`src/rtl/step_sched.sv`:
```
// step_sched: consumer and sequencer for the 64-bit move queue.
//
// Pulls one queued move at a time and generates its step events. The
// interval between steps starts at the move's interval and changes linearly
// by the signed `add` after every step. Drives the stepper step/dir pins.
//
// Move entry layout (mq_data):
//   [63:32] interval, [31] dir, [30:16] count, [15:0] add (signed)
//
// Ports:
//   clk, rst      clock; synchronous active-high reset
//   mq_data       head entry of the move queue
//   mq_avail      queue holds a valid move
//   mq_pull       combinational pop strobe for the head entry
//   step_o        step pin, held high PULSE_TICKS cycles per step
//   dir_o         direction pin, updated on each move-load edge
//   busy_o        a move is executing
//   underrun_o    sticky: a move with add != 0 ended with nothing queued
//   position_o    signed step position (only with STEP_SCHED_POSITION_EN)
//
// Optional feature: define STEP_SCHED_POSITION_EN to add the position_o
// output and its step counter.

module step_sched #(
  parameter int PULSE_TICKS = 4,
  parameter int TIMER_W     = 32
) (
  input  logic        clk,
  input  logic        rst,
  input  logic [63:0] mq_data,
  input  logic        mq_avail,
  output logic        mq_pull,
  output logic        step_o,
  output logic        dir_o,
  output logic        busy_o,
  output logic        underrun_o
`ifdef STEP_SCHED_POSITION_EN
  ,
  output logic [31:0] position_o
`endif
);

  typedef enum logic {IDLE, RUN} state_e;

  state_e             state_q, state_d;
  logic [TIMER_W-1:0] timer_q, timer_d;
  logic [TIMER_W-1:0] cur_q, cur_d;
  logic [14:0]        count_q, count_d;
  logic [15:0]        add_q, add_d;
  logic               dir_q, dir_d;
  logic [7:0]         pulse_q, pulse_d;
  logic               underrun_q, underrun_d;
`ifdef STEP_SCHED_POSITION_EN
  logic [31:0]        position_q, position_d;
`endif

  logic               step_evt;
  logic               last_step;
  logic [TIMER_W-1:0] new_interval;
  logic [TIMER_W-1:0] next_cur;
  logic [TIMER_W-1:0] add_ext;
  logic [14:0]        new_count;

  assign new_interval = TIMER_W'(mq_data[63:32]);
  assign new_count    = mq_data[30:16];
  assign add_ext      = TIMER_W'($signed(add_q));

  always_comb begin
    // A step fires on the cycle the timer reaches 1, so an interval of N
    // places the step N cycles after the load edge; 0 is clamped to 1.
    step_evt  = (state_q == RUN) && (timer_q == TIMER_W'(1));
    last_step = step_evt && (count_q == 15'd1);
    // Reset suppresses the pop so no entry is lost during reset.
    mq_pull   = !rst && mq_avail && ((state_q == IDLE) || last_step);
    next_cur  = cur_q + add_ext;

    state_d    = state_q;
    timer_d    = timer_q;
    cur_d      = cur_q;
    count_d    = count_q;
    add_d      = add_q;
    dir_d      = dir_q;
    pulse_d    = pulse_q;
    underrun_d = underrun_q;
`ifdef STEP_SCHED_POSITION_EN
    position_d = position_q;
`endif

    if (state_q == RUN) begin
      timer_d = timer_q - TIMER_W'(1);
    end

    // A step reloads the pulse counter, so overlapping pulses merge.
    if (step_evt) begin
      count_d = count_q - 15'd1;
      cur_d   = next_cur;
      timer_d = (next_cur == '0) ? TIMER_W'(1) : next_cur;
      pulse_d = 8'(PULSE_TICKS);
`ifdef STEP_SCHED_POSITION_EN
      position_d = dir_q ? (position_q - 32'd1) : (position_q + 32'd1);
`endif
    end else if (pulse_q != 8'd0) begin
      pulse_d = pulse_q - 8'd1;
    end

    if (last_step) begin
      state_d = IDLE;
      if (!mq_avail && (add_q != 16'd0)) begin
        underrun_d = 1'b1;
      end
    end

    // A pull on the last-step cycle loads the next move on the same edge,
    // so back-to-back moves run with no gap cycle.
    if (mq_pull) begin
      cur_d   = new_interval;
      count_d = new_count;
      add_d   = mq_data[15:0];
      dir_d   = mq_data[31];
      if (new_count != 15'd0) begin
        state_d = RUN;
        timer_d = (new_interval == '0) ? TIMER_W'(1) : new_interval;
      end else begin
        state_d = IDLE;
      end
    end
  end

  always_ff @(posedge clk) begin
    if (rst) begin
      state_q    <= IDLE;
      timer_q    <= '0;
      cur_q      <= '0;
      count_q    <= '0;
      add_q      <= '0;
      dir_q      <= 1'b0;
      pulse_q    <= '0;
      underrun_q <= 1'b0;
`ifdef STEP_SCHED_POSITION_EN
      position_q <= '0;
`endif
    end else begin
      state_q    <= state_d;
      timer_q    <= timer_d;
      cur_q      <= cur_d;
      count_q    <= count_d;
      add_q      <= add_d;
      dir_q      <= dir_d;
      pulse_q    <= pulse_d;
      underrun_q <= underrun_d;
`ifdef STEP_SCHED_POSITION_EN
      position_q <= position_d;
`endif
    end
  end

  assign step_o     = (pulse_q != 8'd0);
  assign dir_o      = dir_q;
  assign busy_o     = (state_q == RUN);
  assign underrun_o = underrun_q;
`ifdef STEP_SCHED_POSITION_EN
  assign position_o = position_q;
`endif

endmodule

```
`config.mk`:
```
export PLATFORM = sky130hd
export DESIGN_NAME = step_sched
export DESIGN_NICKNAME = d
export VERILOG_FILES = /design/src/rtl/step_sched.sv
export SDC_FILE = /design/constraint.sdc
export NUM_CORES = 1
export LEC_CHECK = 0
export CAP_MARGIN = 20
export CORE_MARGIN = 5
export CORE_UTILIZATION = 52
export DETAILED_ROUTE_END_ITERATION = 6
export PLACE_DENSITY = 0.78
export SLEW_MARGIN = 20
export SYNTH_ARGS = -nofsm -noshare
export SYNTH_HDL_FRONTEND = slang
export SYNTH_SLANG_ARGS = --single-unit
```
`constraint.sdc`:
```
create_clock -name clk -period 3.05 [get_ports clk]
set_input_delay 0.4575 -clock clk [delete_from_list [all_inputs] [get_ports clk]]
set_output_delay 0.4575 -clock clk [all_outputs]
set_load 0.005 [all_outputs]
```
Word-level counts from Yosys, hierarchy flattened
Index checks and enable logic that the tools add are counted.
W data, S select, Z words.
- multiplexer cells: 15
- equal/unequal tests: 2
- reductions and logical operators: 18
- add/sub/neg operators: 4
- bitwise operators: 1
- operators with widths (cell ; number):
    $mux W32 ; 8
    $logic_not A32 Y1 ; 2
    $add A32 B32 Y32 ; 1
    $eq A32 B1 Y1 const B ; 1
    $sub A32 B1 Y32 const B ; 1
    $mux W15 ; 2
    $reduce_bool A16 Y1 ; 1
    $eq A15 B1 Y1 const B ; 1
    $reduce_bool A15 Y1 ; 1
    $sub A15 B1 Y15 const B ; 1
    $reduce_bool A8 Y1 ; 1
    $sub A8 B1 Y8 const B ; 1
    $mux W3 ; 2
    $reduce_bool A2 Y1 ; 3
    $logic_and A1 B1 Y1 ; 5
    $mux W1 ; 3
    $logic_not A1 Y1 ; 2
    $reduce_and A2 Y1 ; 1
    $reduce_or A2 Y1 ; 1
    $logic_or A1 B1 Y1 ; 1
    $not A1 Y1 ; 1
- bits in registers: 106
- logic and storage cells: 49

Depth between registers and ports, before layout
- depth after elaboration: 6
- gate-level depth with buffers: 14
- depth with buffers taken out: 12

Least setup slack after synthesis
No wires, ideal clock.
- path kind: register -> register
- start: register timer_q[4]
- end: register timer_q[0]
- clock period less this slack: 3.285 ns
- slack: -0.235 ns
- arrival: 3.228 ns
- cell stages (with the launch flop): 11
- library setup time: 0.057 ns
- path buffers: 1
- required time: 2.993 ns
- path through: dfxtp_1 or4_4 or4_4 or4_4 or2_0 clkbuf_1 a221o_1 a211o_1 nor4_1 and4b_1 a21bo_1
- longest elaborated chain between the ends: 6
- elaborated cells between the ends (all ways): 8
- classes of those cells: eq/ne: 1; mux: 3; reduce/logical: 4
- RTL lines (what ; line ; text):
    start: declaration ; 46 ; logic [TIMER_W-1:0] timer_q, timer_d;
    start signal: assignment ; 144 ; timer_q <= timer_d;
    $eq A32 B1 Y1 (*) ; 71 ; step_evt = (state_q == RUN) && (timer_q == TIMER_W'(1));
    $logic_and A1 B1 Y1 (*) ; 71 ;
    $logic_and A1 B1 Y1 ; 72 ; last_step = step_evt && (count_q == 15'd1);
    $logic_or A1 B1 Y1 ; 74 ; mq_pull = !rst && mq_avail && ((state_q == IDLE) || last_step);
    $logic_and A1 B1 Y1 ; 74 ;
    $mux W32 (*) ; 115 ; if (mq_pull) begin
Mark *: on every way between the ends. The rest lies on a longest branch, timed or not.
A chain may end at the register's enable or synchronous reset.

Worst setup path in the final report
- start: register timer_q[24]
- end: register timer_q[0]
Same word-level chain as after synthesis.

==> results.cfg <==
[final_layout]
drive_gt1_share_pct = 17.6
area_delta_synth_final_pct = 31.6
register_area_um2 = 2130
antenna_cells = 0
layout.nets = 1214
multiInputGateArea_um2 = 4980
final_common_cell = nor2_1
fill_cells = 1117
mostFrequentLayoutCells = nor2_1, nand2_1, buf_4, dfxtp_1, a21oi_1

[clock_network]
clk_latency_ns = 0.36
cts_hold_buffers = 0
clockRootBuffer = clkbuf_16
cts_htree_levels = 3
cts.sinks = 106
clk_pin_slew_ns = 0.07
numCtsBuffers = 9
cts_tree = built
cts_buffer_depth = 2

[worst_setup_path]
crit_path_start_kind = flip-flop
path_max_fanout = 3
worstSetupPathType = reg -> reg
arrival_ns = 3.48
end_kind = flip-flop
required_ns = 3.35

[synthesis]
synth_area_um2 = 7110
ys_seq_area_share_pct = 29.9
async_flop_share_pct = 0
postSynthCellCount = 961
synthFlopType = dfxtp_1
synth-seq-cells = 106
synth.area.top_cells = dfxtp_1, nor2_1, a21oi_1, nand2_1, ha_1
yosysTopAreaCell = dfxtp_1
synth.distinct_cells = 65
netlist.area_leader.share_pct = 29.9
synth_edf_count = 0
syn_nets = 1065
yosysWarnings = 0
avgSynthCellArea_um2 = 7.40

[global_routing]
grt_usage_pct = 28.2
grt_pass1_vias = 7473
overflow = 0
grt_pass1_wl_um = 36900
antenna_found_initial = 0
grt_max_degree = 95

[route]
vias_per_cell = 6.08
drc_errors = 0
dr.pass1.iters = 7
antenna_left = 0
wl_per_cell_um = 18.0
wl_um = 23200
drtIter0Drc = 695
vias = 7831

[run]
max_cap_violations = 0

[power]
peakVddDrop_uv = 405
power.leakage_nw = 3.79
p_total_mw = 4.69
power_density_nw_per_um2 = 502

[floorplan]
core_area_um2 = 13300
row_count = 42
io_pins = 72
chipHeight_um = 127
start_util_pct = 53.3
die_w_um = 127
die_area_um2 = 16100

[timing]
setup-violations-final = 3
period_share_pct = 104
slew_headroom_pct = 35.0
worstMarginPinSlew_ns = 0.975
max_freq_mhz = 315
clock_skew_ns = 0.00787
rsz0062_at_grt = yes
slew_violations = 0
setup_slack_ns = -0.130
period_minus_slack_ns = 3.18
hold_viol = 0

[min_path]
hold_class = reg -> reg

[placement]
portBuffers = 71
preCtsSetupSlack_ns = -0.170
place_congestion = 0.957
hpwl_um = 16800

[run_status]
status = finished, violations left
violations = negative setup slack
[layer usage]
layer | GRT usage (%) | vias up | share of wire, %
li1 | - | 3789 | -
met1 | 36.2 | 3691 | 43
met2 | 47.1 | 295 | 47
met3 | 4.33 | 56 | 6.5
met4 | 12.3 | 0 | 3.3
met5 | 0 | - | 0
[flip-flops by register name, indices dropped and copies added (netlist names)]
| name | count |
|---|---|
| count_q | 15 |
| cur_q | 32 |
| add_q | 16 |
| pulse_q | 8 |
| dir_o | 1 |
| underrun_o | 1 |
| busy_o | 1 |
| timer_q | 32 |
[Yosys cell counts, drive strengths merged, types with 3 or more instances]
master and instances:
or2 6, nor2 138, o41ai 3, a21o 10
buf 7, and3 9, or3 13, a211oi 35
nor4 30, a31oi 7, o21ai 36, o31ai 4
xor2 29, dfxtp 106, o21bai 4, nor3 30
ha 36, o22ai 3, and2 5, clkbuf 47
nand4 14, nand3 15, o211ai 17, a21oi 97
nor2b 4, nand2 128, o21a 8, xnor2 40
or4 8, a311oi 16, inv 16
[final timing paths]
kind / start / cells after the start / slack (ns) / endpoint
setup / recovery: timer_q[24] / 9 / -0.13 / timer_q[0]
hold / removal: dir_o / 2 / 0.46 / dir_o
setup reg to reg: timer_q[24] / 9 / -0.13 / timer_q[0]
hold reg to reg: dir_o / 2 / 0.46 / dir_o
[what timing repair did]
| item | CTS | global route |
|---|---|---|
| pin swaps | 5 | 22 |
| setup endpoints to repair | 24 | 49 |
| buffers inserted | 4 | 4 |
| resized for setup | 13 | 45 |
| hold endpoints to repair | 0 | 0 |
[final cells by class]
| type | count | area share [%] |
|---|---|---|
| tap | 176 | 2.35 |
| timing repair buffer | 192 | 17.7 |
| sequential | 106 | 22.7 |
| clock buffer | 10 | 2.55 |
| clock inverter | 4 | 0.816 |
| multi-input combinational | 785 | 53.2 |
| inverter | 16 | 0.642 |
[cells by family after synthesis]
family	count (synthesis)	synth area share [%]
and+or+nand+nor	413	27.0
AOI/OAI and AO/OA	264	24.0
DFF	106	29.9
buffers and inverters	70	3.77
xor gates and xnor gates	69	8.50
adders and majority gates	37	6.62
muxes	2	0.299
[power breakdown]
group	total (mW)	switching (mW)	internal (mW)
Clock	1.28	0.545	0.736
Sequential	1.71	0.144	1.56
Combinational	1.70	0.888	0.817
Total	4.69	1.58	3.12
[worst max-delay path, cell delays in order (launching register included)]
cell	delay, ns
dfxtp_1	0.31
or4_4	0.53
or3_4	0.35
or4_4	0.57
or2_4	0.25
a221o_1	0.34
a211o_1	0.30
nor4_2	0.12
and4b_1	0.22
a21bo_1	0.12
[stage by stage]
step,util [%],hold slack [ns],instances,area [um2],TNS [ns]
after floorplan,-,0.449,961,7120,-0.0857
after global placement,65.4,0.445,1267,8740,-0.291
after detailed placement,65.4,0.451,1267,8740,-0.826
after CTS,68.4,0.465,1285,9120,-0.197
after global routing,70.1,0.506,1289,9360,-0.927
final,70.1,0.460,1289,9360,-0.166
(Power assumes the default switching activity.)
